**src/rtl/legv8_control_unit.sv**
```systemverilog
// legv8_control_unit
//
// Multi-cycle control unit for the LEGv8 datapath. It decodes the instruction register and the
// stored/live flags into the 40-bit ControlWord and the 64-bit constant, both of which are
// combinational. The 3-bit state register loads the NS field of the word it emits on every clock
// edge.
//
// Ports:
//   clock          system clock, rising edge
//   reset          asynchronous, active-high; forces FETCH
//   IR             instruction register contents
//   status         {V,C,N,Z stored flags, ALU-data-enable}
//   current_status live ALU flags {V,C,N,Z}
//   ControlWord    {CGS, NS, AS, DS, PS, PCsel, Bsel, IL, SL, FS, C0, size, MW, RW, DA, SA, SB}
//   constant       immediate selected by CGS
//   state          current state (debug)
//   halted         high while in HALT

module legv8_control_unit #(
    parameter logic [4:0] LINK_REG   = 5'd30,
    parameter logic [1:0] FETCH_SIZE = 2'b10
) (
    input  logic        clock,
    input  logic        reset,
    input  logic [31:0] IR,
    input  logic [4:0]  status,
    input  logic [3:0]  current_status,
    output logic [39:0] ControlWord,
    output logic [63:0] constant,
    output logic [2:0]  state,
    output logic        halted
);

    typedef enum logic [2:0] {
        StFetch = 3'd0,
        StExec  = 3'd1,
        StExec2 = 3'd2,
        StHalt  = 3'd7
    } state_e;

    localparam logic [4:0] FS_AND = 5'b00000;
    localparam logic [4:0] FS_ORR = 5'b00100;
    localparam logic [4:0] FS_ADD = 5'b01000;
    localparam logic [4:0] FS_SUB = 5'b01001;
    localparam logic [4:0] FS_EOR = 5'b01100;

    localparam logic [1:0] PS_HOLD  = 2'b00;
    localparam logic [1:0] PS_INC   = 2'b01;
    localparam logic [1:0] PS_CONST = 2'b10;

    localparam logic [1:0] DS_ALU = 2'b00;
    localparam logic [1:0] DS_B   = 2'b01;
    localparam logic [1:0] DS_PC  = 2'b10;
    localparam logic [1:0] DS_MEM = 2'b11;

    localparam logic [2:0] CGS_ZERO = 3'b000;
    localparam logic [2:0] CGS_I12  = 3'b001;
    localparam logic [2:0] CGS_D9   = 3'b010;
    localparam logic [2:0] CGS_B26  = 3'b011;
    localparam logic [2:0] CGS_B19  = 3'b100;

    state_e state_q;
    logic   halted_q;

    // ControlWord fields
    logic [2:0] cgs;
    logic [2:0] ns;
    logic       a_sel;
    logic [1:0] ds;
    logic [1:0] ps;
    logic       pc_sel;
    logic       b_sel;
    logic       il;
    logic       sl;
    logic [4:0] fs;
    logic       c0;
    logic [1:0] size;
    logic       mw;
    logic       rw;
    logic [4:0] da;
    logic [4:0] sa;
    logic [4:0] sb;

    // Only the live Z flag and the stored flags feed decode.
    logic [3:0] unused_bits;
    assign unused_bits = {status[0], current_status[3:1]};

    // cond[3:1] picks the base test, cond[0] inverts it; 111x is always.
    function automatic logic cond_holds(input logic [3:0] cond, input logic [3:0] flags);
        logic v, c, n, z, base;
        {v, c, n, z} = flags;
        case (cond[3:1])
            3'd0:    base = z;
            3'd1:    base = c;
            3'd2:    base = n;
            3'd3:    base = v;
            3'd4:    base = c & ~z;
            3'd5:    base = (n == v);
            3'd6:    base = ~z & (n == v);
            default: base = 1'b1;
        endcase
        return (cond[3:1] == 3'b111) ? 1'b1 : (base ^ cond[0]);
    endfunction

    always_comb begin
        cgs    = CGS_ZERO;
        ns     = StFetch;
        a_sel  = 1'b0;
        ds     = DS_ALU;
        ps     = PS_HOLD;
        pc_sel = 1'b0;
        b_sel  = 1'b0;
        il     = 1'b0;
        sl     = 1'b0;
        fs     = FS_AND;
        c0     = 1'b0;
        size   = 2'b00;
        mw     = 1'b0;
        rw     = 1'b0;
        da     = 5'd0;
        sa     = 5'd0;
        sb     = 5'd0;

        case (state_q)
            StFetch: begin
                a_sel = 1'b1;
                ds    = DS_MEM;
                size  = FETCH_SIZE;
                il    = 1'b1;
                ps    = PS_INC;
                ns    = StExec;
            end

            StExec: begin
                da = IR[4:0];
                sa = IR[9:5];
                sb = IR[20:16];
                unique casez (IR[31:21])
                    11'b10001011000: begin // ADD
                        fs = FS_ADD;
                        rw = 1'b1;
                    end
                    11'b11001011000: begin // SUB
                        fs = FS_SUB;
                        c0 = 1'b1;
                        rw = 1'b1;
                    end
                    11'b11101011000: begin // SUBS
                        fs = FS_SUB;
                        c0 = 1'b1;
                        sl = 1'b1;
                        rw = 1'b1;
                    end
                    11'b10001010000: begin // AND
                        fs = FS_AND;
                        rw = 1'b1;
                    end
                    11'b10101010000: begin // ORR
                        fs = FS_ORR;
                        rw = 1'b1;
                    end
                    11'b11001010000: begin // EOR
                        fs = FS_EOR;
                        rw = 1'b1;
                    end
                    11'b1001000100?: begin // ADDI
                        fs    = FS_ADD;
                        b_sel = 1'b1;
                        cgs   = CGS_I12;
                        rw    = 1'b1;
                    end
                    11'b1101000100?: begin // SUBI
                        fs    = FS_SUB;
                        c0    = 1'b1;
                        b_sel = 1'b1;
                        cgs   = CGS_I12;
                        rw    = 1'b1;
                    end
                    11'b11111000010: begin // LDUR
                        b_sel = 1'b1;
                        cgs   = CGS_D9;
                        fs    = FS_ADD;
                        ds    = DS_MEM;
                        size  = 2'b11;
                        rw    = 1'b1;
                    end
                    11'b11111000000: begin // STUR: Rt rides the B bus to memory data
                        b_sel = 1'b1;
                        cgs   = CGS_D9;
                        fs    = FS_ADD;
                        sb    = IR[4:0];
                        ds    = DS_B;
                        size  = 2'b11;
                        mw    = 1'b1;
                    end
                    11'b000101?????: begin // B
                        cgs    = CGS_B26;
                        pc_sel = 1'b1;
                        ps     = PS_CONST;
                    end
                    11'b100101?????: begin // BL: link now, branch in EXEC2
                        ds = DS_PC;
                        rw = 1'b1;
                        da = LINK_REG;
                        ns = StExec2;
                    end
                    11'b10110100???, 11'b10110101???: begin // CBZ / CBNZ on live Z
                        sa     = IR[4:0];
                        sb     = 5'd31;
                        fs     = FS_ADD;
                        cgs    = CGS_B19;
                        pc_sel = 1'b1;
                        ps     = (current_status[0] ^ IR[24]) ? PS_CONST : PS_HOLD;
                    end
                    11'b01010100???: begin // B.cond on stored flags
                        cgs    = CGS_B19;
                        pc_sel = 1'b1;
                        ps     = cond_holds(IR[3:0], status[4:1]) ? PS_CONST : PS_HOLD;
                    end
                    default: begin
                        da = 5'd0;
                        sa = 5'd0;
                        sb = 5'd0;
                        ns = StHalt;
                    end
                endcase
            end

            StExec2: begin
                cgs    = CGS_B26;
                pc_sel = 1'b1;
                ps     = PS_CONST;
                ns     = StFetch;
            end

            default: begin
                ns = StHalt;
            end
        endcase
    end

    assign ControlWord = {cgs, ns, a_sel, ds, ps, pc_sel, b_sel, il, sl, fs, c0, size, mw, rw,
                          da, sa, sb};

    // Branch offsets subtract 4 because FETCH already advanced the PC. EXEC2 of BL subtracts a
    // further 4 on top of that.
    always_comb begin
        case (cgs)
            CGS_I12: constant = {52'd0, IR[21:10]};
            CGS_D9:  constant = {{55{IR[20]}}, IR[20:12]};
            CGS_B26: constant = {{36{IR[25]}}, IR[25:0], 2'b00} - 64'd4
                                - ((state_q == StExec2) ? 64'd4 : 64'd0);
            CGS_B19: constant = {{43{IR[23]}}, IR[23:5], 2'b00} - 64'd4;
            default: constant = 64'd0;
        endcase
    end

    always_ff @(posedge clock or posedge reset) begin
        if (reset) begin
            state_q  <= StFetch;
            halted_q <= 1'b0;
        end else begin
            state_q  <= state_e'(ns);
            halted_q <= (ns == StHalt);
        end
    end

    assign state  = state_q;
    assign halted = halted_q;

endmodule

```
**config.mk**
```make
export PLATFORM = sky130hd
export DESIGN_NAME = legv8_control_unit
export DESIGN_NICKNAME = d
export VERILOG_FILES = /design/src/rtl/legv8_control_unit.sv
export SDC_FILE = /design/constraint.sdc
export NUM_CORES = 1
export LEC_CHECK = 0
export ABC_AREA = 1
export CAP_MARGIN = 10
export CORE_ASPECT_RATIO = 1.75
export CORE_MARGIN = 3
export CORE_UTILIZATION = 50
export CTS_CLUSTER_SIZE = 25
export DETAILED_ROUTE_END_ITERATION = 10
export DONT_BUFFER_PORTS = 1
export PLACE_DENSITY_LB_ADDON = 0.05
export SYNTH_ARGS = -nofsm -noshare
export SYNTH_HDL_FRONTEND = slang
export SYNTH_SLANG_ARGS = --single-unit
```
**constraint.sdc**
```tcl
create_clock -name clock -period 3.1 [get_ports clock]
set_input_delay 0.465 -clock clock [delete_from_list [all_inputs] [get_ports clock]]
set_output_delay 0.465 -clock clock [all_outputs]
set_load 0.01 [all_outputs]
```
-- Word-level counts from Yosys, hierarchy flattened
Cells that the tools add are included.
- register bits: 4
- input bits: 43
- word-level logic and storage cells: 93
- add/subtract/negate cells: 3
- equal/unequal tests: 30
- multiplexer cells: 39
- bitwise gates (word level): 5
- reduce and logical (&&, ||, !) cells: 14
- operators with widths (kind ; number):
    case mux 64 bit (4 select lines) ; 1
    == test 11 bit (second input constant) ; 8
    subtractor 29 x 4 -> 30 bit ; 1
    subtractor 28 x 4 -> 29 bit (second input constant) ; 1
    subtractor 21 x 4 -> 22 bit (second input constant) ; 1
    == test 10 bit (second input constant) ; 2
    case mux 5 bit (2 select lines) ; 2
    == test 3 bit (second input constant) ; 6
    case mux 2 bit (3 select lines) ; 3
    == test 8 bit (second input constant) ; 2
    case mux 4 bit (4 select lines) ; 1
    == test 3 x 2 -> 1 bit (second input constant) ; 5
    two-way mux 1 bit ; 15
    two-way mux 5 bit ; 3
    case mux 5 bit (3 select lines) ; 1
    OR reduction 14 bit ; 1
    OR reduction 13 bit ; 1
    case mux 3 bit (2 select lines) ; 2
    case mux 3 bit (4 select lines) ; 1
    OR reduction 12 bit ; 1
    OR reduction 10 bit ; 1
    == test 3 x 1 -> 1 bit (second input constant) ; 3
    case mux 3 bit (3 select lines) ; 1
    == test 8 x 7 -> 1 bit (second input constant) ; 1
    other kinds (17) ; 27

-- Depth between registers and ports, before layout
Gate-level depths: netlist of the first run.
- depth after elaboration: 10
- gate-level depth with buffers: 15
- gate-level depth less buffers: 15

-- Worst setup path after synthesis of the first run
No wires, ideal clock.
- path type: flip-flop to output port
- start: reg state_q[2] (netlist: state[2])
- end: out constant[30]
- data arrival time: 2983 ps
- slack: -348 ps
- cell stages (with the launch flop): 15
- cell sequence: dfrtp_1 > nor2_1 > nand2_1 > inv_1 > ha_1 > inv_1 > ha_1 > nand2_1 > nand3_2 > nor3_4 > nand3_1 > o21ai_0 > nand2_1 > nand2_1 > buf_4
- longest elaborated chain between the ends: 4
- ends and longest elaborated chain (what ; RTL line ; RTL):
    from (decl) ; 62 ; state_e state_q;
    from (signal assigned) ; 260 ; state_q <= StFetch;
    from (signal assigned) ; 263 ; state_q <= state_e'(ns);
    == test 3 x 2 -> 1 bit / == test 3 x 1 -> 1 bit (equally long branches) ; 124, 252 ;
    two-way mux 3 bit / case mux 3 bit (2 select lines) (equally long branches) ; 252, 124 ;
    subtractor 29 x 4 -> 30 bit (tied with other cells) ; 252 ; - ((state_q == StExec2) ? 64'd4 : 64'd0);
    case mux 64 bit (4 select lines) (*) ; 248 ; case (cgs)
    to (decl) ; 29 ; output logic [63:0] constant,
Mark *: on every way between the ends. The rest lies on a longest branch, timed or not.

-- Worst setup path after layout of the first run
- start: reg state_q[0] (netlist: state[0])
- end: out constant[29]
Same word-level chain as after synthesis.

==> out/metrics.json, run 1 <==
{
  "outcome": {"value": "complete, no violations"},
  "layout.core_utilization": {"value": 52.1, "unit": "%"},
  "synth_top_flop_cell": {"value": "sky130_fd_sc_hd__dfrtp_1"},
  "critPathCaptureType": {"value": "output port"},
  "grt_overflow_total": {"value": 0},
  "max_freq": {"value": 337, "unit": "MHz"},
  "gr-usage-all-layers": {"value": 27.8, "unit": "%"},
  "worst_path_max_delay_cell": {"value": "sky130_fd_sc_hd__dfrtp_1"},
  "cts_tree": {"value": "built"},
  "period_share": {"value": 95.6, "unit": "%"},
  "worst-r2r-setup-slack": {"value": 1550, "unit": "ps"},
  "yosysUniqueCellTypes": {"value": 37},
  "grt_setup_unrepaired": {"value": "true"},
  "globalRouteMet2Util": {"value": 52.2, "unit": "%"},
  "critPathRequiredTime": {"value": 2630, "unit": "ps"},
  "worst_supply_voltage_drop_on_vdd": {"value": 0.191, "unit": "mV"},
  "max_cap_violations": {"value": 0},
  "worst_r2r_path_depth": {"value": 7},
  "cts_inserted_buffers": {"value": 3},
  "insertion_delay": {"value": 220, "unit": "ps"},
  "tritoncts_num_sinks": {"value": 4},
  "gr-usage-met3": {"value": 4.65, "unit": "%"},
  "critical_path_peak_fanout": {"value": 35},
  "synth_fa_ha_area_share": {"value": 2.45, "unit": "%"},
  "cellLeakagePower": {"value": 1.27, "unit": "nW"},
  "place.detailed.hpwl": {"value": 7940, "unit": "um"},
  "synth_edf_count": {"value": 0},
  "postSynth.asyncResetShare": {"value": 100, "unit": "%"},
  "hold_slack": {"value": 13.8, "unit": "ps"},
  "worst_setup_path_start_kind": {"value": "register"},
  "root_buffer": {"value": "sky130_fd_sc_hd__clkbuf_8"},
  "avgViaCountPerCell": {"value": 5.76},
  "multiInputGateArea": {"value": 0.00216, "unit": "mm2"},
  "seq_area_frac_synth": {"value": 3.50, "unit": "%"},
  "first_global_vias": {"value": 3160},
  "critical_path_class": {"value": "reg -> out"},
  "synth-compound-area-share": {"value": 11.5, "unit": "%"},
  "synth_cells": {"value": 529},
  "final_hold_viol_count": {"value": 0},
  "drtAntennaViolNets": {"value": 0},
  "wl_final": {"value": 9690, "unit": "um"},
  "finalSetupViolCount": {"value": 0},
  "power.total": {"value": 0.290, "unit": "mW"},
  "rows": {"value": 35},
  "die-height": {"value": 106, "unit": "um"},
  "post-synth-top-area-cell": {"value": "sky130_fd_sc_hd__nand2_1"},
  "final.setup.tns": {"value": 0, "unit": "ps"},
  "fin_nets": {"value": 540},
  "slew-limit-headroom": {"value": 54.8, "unit": "%"},
  "worstReg2RegStart": {"value": "state[0]"},
  "ordered_cell_list_for_the_critical_path": {"value": "nor2_2 > nand2_2 > inv_2 > ha_4 > inv_4 > ha_4 > nand2_1 > nand3_2 > nor3_4 > nand3_2 > o21ai_2 > nand2_2 > nand2_4 > buf_16"},
  "period_needed": {"value": 2960, "unit": "ps"},
  "worst-endpoint-arrival": {"value": 2500, "unit": "ps"},
  "seqCellArea": {"value": 100, "unit": "um2"},
  "synthTopCellsByCount": {"value": "sky130_fd_sc_hd__nand2_1, sky130_fd_sc_hd__nor2_1, sky130_fd_sc_hd__nand3_1"},
  "routed-via-count": {"value": 3248},
  "drt-wirelength-per-cell": {"value": 17.2, "unit": "um"},
  "power_density": {"value": 103, "unit": "mW/mm2"},
  "final_layout_size_suffix_gt1_share": {"value": 16.3, "unit": "%"},
  "worst-slew-pin-transition": {"value": 672, "unit": "ps"},
  "cts.path.max_buffers": {"value": 2},
  "synth-warning-count": {"value": 0},
  "crit_path_max_incr_delay": {"value": 380, "unit": "ps"},
  "die_width": {"value": 63.2, "unit": "um"},
  "fill_cells": {"value": 619},
  "synth_xor_xnor_area_share": {"value": 7.66, "unit": "%"},
  "global_route.peak_usage_layer": {"value": "met2"},
  "clk_transition_reported_paths": {"value": 30, "unit": "ps"},
  "post_synth_mux_area_share": {"value": 0, "unit": "%"},
  "grt_first_pass_wirelength": {"value": 15300, "unit": "um"},
  "worstReg2RegEnd": {"value": "state[0]"},
  "area_delta_synth_final": {"value": -1.92, "unit": "%"},
  "grtUsageMet1": {"value": 29.5, "unit": "%"},
  "cts.htree.levels": {"value": 1},
  "clock-skew-final": {"value": 0.191, "unit": "ps"},
  "timing.hold.worst.class": {"value": "in -> async"},
  "synth_top_cell_area_share": {"value": 17.8, "unit": "%"},
  "core_area": {"value": 0.00539, "unit": "mm2"},
  "route.detailed.drc": {"value": 0},
  "floorplan.initialDensity": {"value": 53.1, "unit": "%"},
  "synth-seq-cells": {"value": 4},
  "synth.most_common_cell": {"value": "sky130_fd_sc_hd__nand2_1"},
  "place.gp.congestion": {"value": 0.929},
  "cts.hold.buffers_added": {"value": 0},
  "n_antenna_cell": {"value": 0},
  "port_buffers": {"value": 0},
  "final_design_area_no_fill": {"value": 0.00281, "unit": "mm2"},
  "grt_max_degree": {"value": 36},
  "netlist_area": {"value": 0.00286, "unit": "mm2"},
  "drt_iter0_drc": {"value": 203},
  "io-pin-count": {"value": 151},
  "slew_violations": {"value": 0},
  "grt_antenna_before_repair": {"value": 0},
  "synth.area.top_cells": {"value": "sky130_fd_sc_hd__nand2_1, sky130_fd_sc_hd__buf_4, sky130_fd_sc_hd__nand3_1"},
  "post_synth_and_or_nand_nor_area_fraction": {"value": 50.9, "unit": "%"},
  "synth_top_family_by_area": {"value": "simple AND/OR/NAND/NOR gates"},
  "firstDrtPassIters": {"value": 5},
  "placedInstanceArea": {"value": 0.00264, "unit": "mm2"},
  "fp.dieArea": {"value": 0.00670, "unit": "mm2"},
  "postSynthAreaPerCell": {"value": 5.41, "unit": "um2"}
}
==> worst max-delay path by stage <==
stage	from	to	slack, ps	cells past startpoint
detailed placement	state[0]	constant[29]	30	14
finish	state[0]	constant[29]	140	14
floorplan	state[2]	constant[30]	40	14
global route	state[0]	constant[22]	-40	14
CTS	state[2]	constant[29]	10	14
global placement	state[0]	constant[29]	100	14
==> state kept, by name, summed over array words and instances, names as in the netlist <==
register and flops:
halted 1, state 3
==> layout make-up <==
cell class / count / area share (%)
Multi-Input combinational cell: 404 / 77.0
Inverter: 59 / 8.12
Timing Repair Buffer: 20 / 6.51
Sequential cell: 4 / 3.57
Tap cell: 74 / 3.30
Clock buffer: 3 / 1.47
==> kinds of logic (layout without fill, tap and decap cells) <==
family,Yosys count,in the layout
compound gates,59,59
xor+xnor,25,25
fa+ha+maj,5,5
buf+inv,122,82
flops,4,4
other cells,1,2
simple gates,313,313
==> critical path: cells and delay by family, from the launching register on <==
kind	cells	cell delay [ps]
adder cells (fa/ha/maj)	2	330
AO/OA/AOI/OAI	1	180
buffers and inverters	3	440
AND/OR/NAND/NOR	8	920
flip-flops	1	380
==> power by group <==
group | internal [mW] | switching [mW] | total (mW)
logic | 0.0440 | 0.0780 | 0.122
clock network | 0.0832 | 0.0319 | 0.115
registers | 0.0526 | 0 | 0.0526
total | 0.180 | 0.110 | 0.290
==> cells in the final DEF, fill, tap and decap left out, drive strengths merged, types with 4 or more instances in the layout <==
cell and instances:
nand3 64, xor2 23, buf 20, inv 58, nand2 139, nor3 13, o21ai 29, nor2 74
a21oi 24, o211ai 4, ha 4, dfrtp 4, nand4 17
==> metrics by stage <==
| stage | std cells | setup slack [ps] |
|---|---|---|
| floorplan | 530 | 43.1 |
| global placement | 556 | 105 |
| detailed placement | 556 | 29.6 |
| CTS | 562 | 12.9 |
| global route | 564 | -41.1 |
| finish | 564 | 136 |
==> routing by layer <==
| metal | vias up | part of all wire, % |
|---|---|---|
| li1 | 1582 | - |
| met1 | 1474 | 37 |
| met2 | 157 | 52 |
| met3 | 35 | 7.5 |
| met4 | 0 | 4.1 |
| met5 | - | 0 |
==> what timing repair did <==
action / 4_1_cts / 5_1_grt
gates resized for setup: 7 / 17
setup endpoints to repair: 37 / 47
buffers inserted: 3 / 2
pin swaps: 5 / 10
Power figures use the tool's default switching activity.
==> run 2, diff against run 1 <==
- ABC_AREA: 1 -> not set
- CORE_ASPECT_RATIO: 1.75 -> 0.8
==> out/metrics.json, run 2 <==
{
  "grt_max_degree": {"value": 19},
  "dpl_worst_slack": {"value": -31.9, "unit": "ps"},
  "synthTopCellsByCount": {"value": "sky130_fd_sc_hd__buf_4, sky130_fd_sc_hd__nor2_1, sky130_fd_sc_hd__xnor2_1"},
  "gr-usage-all-layers": {"value": 28.8, "unit": "%"},
  "die-height": {"value": 71.4, "unit": "um"},
  "worst-slew-pin-transition": {"value": 798, "unit": "ps"},
  "final_hold_viol_count": {"value": 0},
  "core_area": {"value": 0.00509, "unit": "mm2"},
  "insertion_delay": {"value": 220, "unit": "ps"},
  "fill_cells": {"value": 511},
  "slew_violations": {"value": 0},
  "drt-wirelength-per-cell": {"value": 21.3, "unit": "um"},
  "grt_antenna_before_repair": {"value": 0},
  "synth_cells": {"value": 400},
  "seq_area_frac_synth": {"value": 3.74, "unit": "%"},
  "root_buffer": {"value": "sky130_fd_sc_hd__clkbuf_8"},
  "largest_register_ffs": {"value": 3},
  "routed-via-count": {"value": 3011},
  "period_needed": {"value": 3160, "unit": "ps"},
  "netlist_area": {"value": 0.00268, "unit": "mm2"},
  "critPathCaptureType": {"value": "output port"},
  "most_common_library_cell_in_the_layout_ignoring_fill_and_taps": {"value": "sky130_fd_sc_hd__buf_4"},
  "cts.path.max_buffers": {"value": 2},
  "critPathRequiredTime": {"value": 2630, "unit": "ps"},
  "outcome": {"value": "complete, but fails checks"},
  "max_freq": {"value": 317, "unit": "MHz"},
  "placedInstanceArea": {"value": 0.00265, "unit": "mm2"},
  "final_critical_path_setup_slack": {"value": -55.2, "unit": "ps"},
  "most_frequent_cells_in_the_layout": {"value": "sky130_fd_sc_hd__buf_4, sky130_fd_sc_hd__nor2_1, sky130_fd_sc_hd__xnor2_1, sky130_fd_sc_hd__nand2_1, sky130_fd_sc_hd__a21oi_1"},
  "violated_checks": {"value": "negative setup slack"},
  "synth_top_flop_cell": {"value": "sky130_fd_sc_hd__dfrtp_1"},
  "n_antenna_cell": {"value": 0},
  "synth-seq-cells": {"value": 4},
  "final_design_area_no_fill": {"value": 0.00298, "unit": "mm2"},
  "postSynth.asyncResetShare": {"value": 100, "unit": "%"},
  "synth-warning-count": {"value": 0},
  "synth_edf_count": {"value": 0},
  "synth_top_cell_area_share": {"value": 12.3, "unit": "%"},
  "area_delta_synth_final": {"value": 11.6, "unit": "%"},
  "grt_first_pass_wirelength": {"value": 14600, "unit": "um"},
  "place.gp.congestion": {"value": 0.912},
  "port_buffers": {"value": 0},
  "cts_inserted_buffers": {"value": 3},
  "avgViaCountPerCell": {"value": 6.84},
  "critical_path_peak_fanout": {"value": 18},
  "die_width": {"value": 87.8, "unit": "um"},
  "timing.hold.worst.class": {"value": "in -> async"},
  "final_layout_size_suffix_gt1_share": {"value": 29.6, "unit": "%"},
  "yosysUniqueCellTypes": {"value": 67},
  "finalSetupViolCount": {"value": 45},
  "wl_final": {"value": 9380, "unit": "um"},
  "postSynthAreaPerCell": {"value": 6.69, "unit": "um2"},
  "grt_setup_unrepaired": {"value": "true"},
  "critical_path_class": {"value": "reg -> out"},
  "drt_iter0_drc": {"value": 247},
  "route.detailed.drc": {"value": 0},
  "post-synth-top-area-cell": {"value": "sky130_fd_sc_hd__buf_4"},
  "fp.dieArea": {"value": 0.00627, "unit": "mm2"},
  "final.setup.tns": {"value": -1850, "unit": "ps"},
  "cellLeakagePower": {"value": 0.976, "unit": "nW"},
  "worst-endpoint-arrival": {"value": 2690, "unit": "ps"},
  "cts.htree.levels": {"value": 1},
  "rows": {"value": 23},
  "clock-skew-final": {"value": 5.00, "unit": "ps"},
  "power_density": {"value": 95.2, "unit": "mW/mm2"},
  "io-pin-count": {"value": 151},
  "synth.most_common_cell": {"value": "sky130_fd_sc_hd__buf_4"},
  "grt_overflow_total": {"value": 0},
  "cts_tree": {"value": "built"},
  "drtAntennaViolNets": {"value": 0},
  "worst_setup_path_start_kind": {"value": "register"},
  "period_share": {"value": 102, "unit": "%"},
  "worst_supply_voltage_drop_on_vdd": {"value": 0.115, "unit": "mV"},
  "layout.core_utilization": {"value": 58.6, "unit": "%"},
  "place.detailed.hpwl": {"value": 6980, "unit": "um"},
  "firstDrtPassIters": {"value": 5},
  "synth.area.top_cells": {"value": "sky130_fd_sc_hd__buf_4, sky130_fd_sc_hd__xnor2_1, sky130_fd_sc_hd__nor2_1"},
  "floorplan.initialDensity": {"value": 52.5, "unit": "%"},
  "clk_transition_reported_paths": {"value": 30, "unit": "ps"},
  "slew-limit-headroom": {"value": 46.4, "unit": "%"},
  "tritoncts_num_sinks": {"value": 4},
  "fin_nets": {"value": 427},
  "first_global_vias": {"value": 2785},
  "max_cap_violations": {"value": 0}
}
==> run 2: repair_timing <==
| action | in CTS | in global routing |
|---|---|---|
| resized for setup | 27 | 24 |
| endpoints found under the hold margin | 0 | 0 |
| hold buffers | 0 | 0 |
| setup buffers | 5 | 3 |
| endpoints found under the setup margin | 50 | 59 |
| pin swaps | 15 | 12 |
| gates cloned | 1 | 0 |
==> run 2: critical path: stages (launching register included) <==
cell                      delay [ps]
sky130_fd_sc_hd__dfrtp_2         410
sky130_fd_sc_hd__nor2_4          130
sky130_fd_sc_hd__nand2_2          70
sky130_fd_sc_hd__inv_2            90
sky130_fd_sc_hd__ha_4            140
sky130_fd_sc_hd__inv_4            40
sky130_fd_sc_hd__ha_4            150
sky130_fd_sc_hd__or3_4           360
sky130_fd_sc_hd__or3_4           420
sky130_fd_sc_hd__nor3_4          220
sky130_fd_sc_hd__o21ai_4         100
sky130_fd_sc_hd__nand2_8         110
sky130_fd_sc_hd__buf_16          230
==> run 2: worst paths after layout <==
kind	from	end	slack [ps]	cells after the start
worst max-delay path	state[0]	constant[41]	-60	12
worst min-delay path	reset	state[2]	20	1
worst max register to register	state[2]	state[2]	1260	5
worst min register to register	state[2]	halted	700	3
max in group asynchronous	reset	state[0]	2920	1
min in group clock	state[2]	halted	700	3
==> run 2: layer usage <==
layer / up-vias / part of all wire (%) / GRT usage (%)
met2: 186 / 44 / 43.8
met1: 1442 / 44 / 43.6
met3: 9 / 11 / 5.17
met4: 0 / 0.65 / 2.90
met5: - / 0 / 0
li1: 1374 / - / -
==> run 2: cell families after synthesis <==
| logic type | share of synthesized area, % |
|---|---|
| XOR/XNOR | 13.8 |
| AO/OA/AOI/OAI | 24.7 |
| other | 0.140 |
| AND/OR/NAND/NOR | 34.3 |
| multiplexers | 1.26 |
| adder cells (fa/ha/maj) | 2.62 |
| buffers and inverters | 19.6 |
| flip-flops | 3.74 |
==> run 2: power by group <==
part	total (mW)	internal, mW	leakage [nW]	switching [mW]
combinational	0.115	0.0605	0.919	0.0548
sequential	0.0526	0.0526	0.0344	0
clock	0.116	0.0879	0.0228	0.0283
total	0.284	0.201	0.976	0.0832
==> run 2: layout make-up <==
cell class / instances / area, um2 / area share (%)
sequential: 4 / 103 / 3.44
timing repair buffer: 48 / 408 / 13.7
clock buffer: 4 / 45.0 / 1.51
tap: 62 / 77.6 / 2.60
multi-input combinational: 309 / 2300 / 77.1
inverter: 13 / 51.3 / 1.72
==> run 2: metrics by stage <==
step                      cells  hold WS (ps)  total power, mW
final                       440          15.3            0.284
after global routing        440          12.3            0.308
after CTS                   437          14.4            0.278
after detailed placement    427           248            0.153
after global placement      427           243            0.152
after floorplan             401           231            0.173
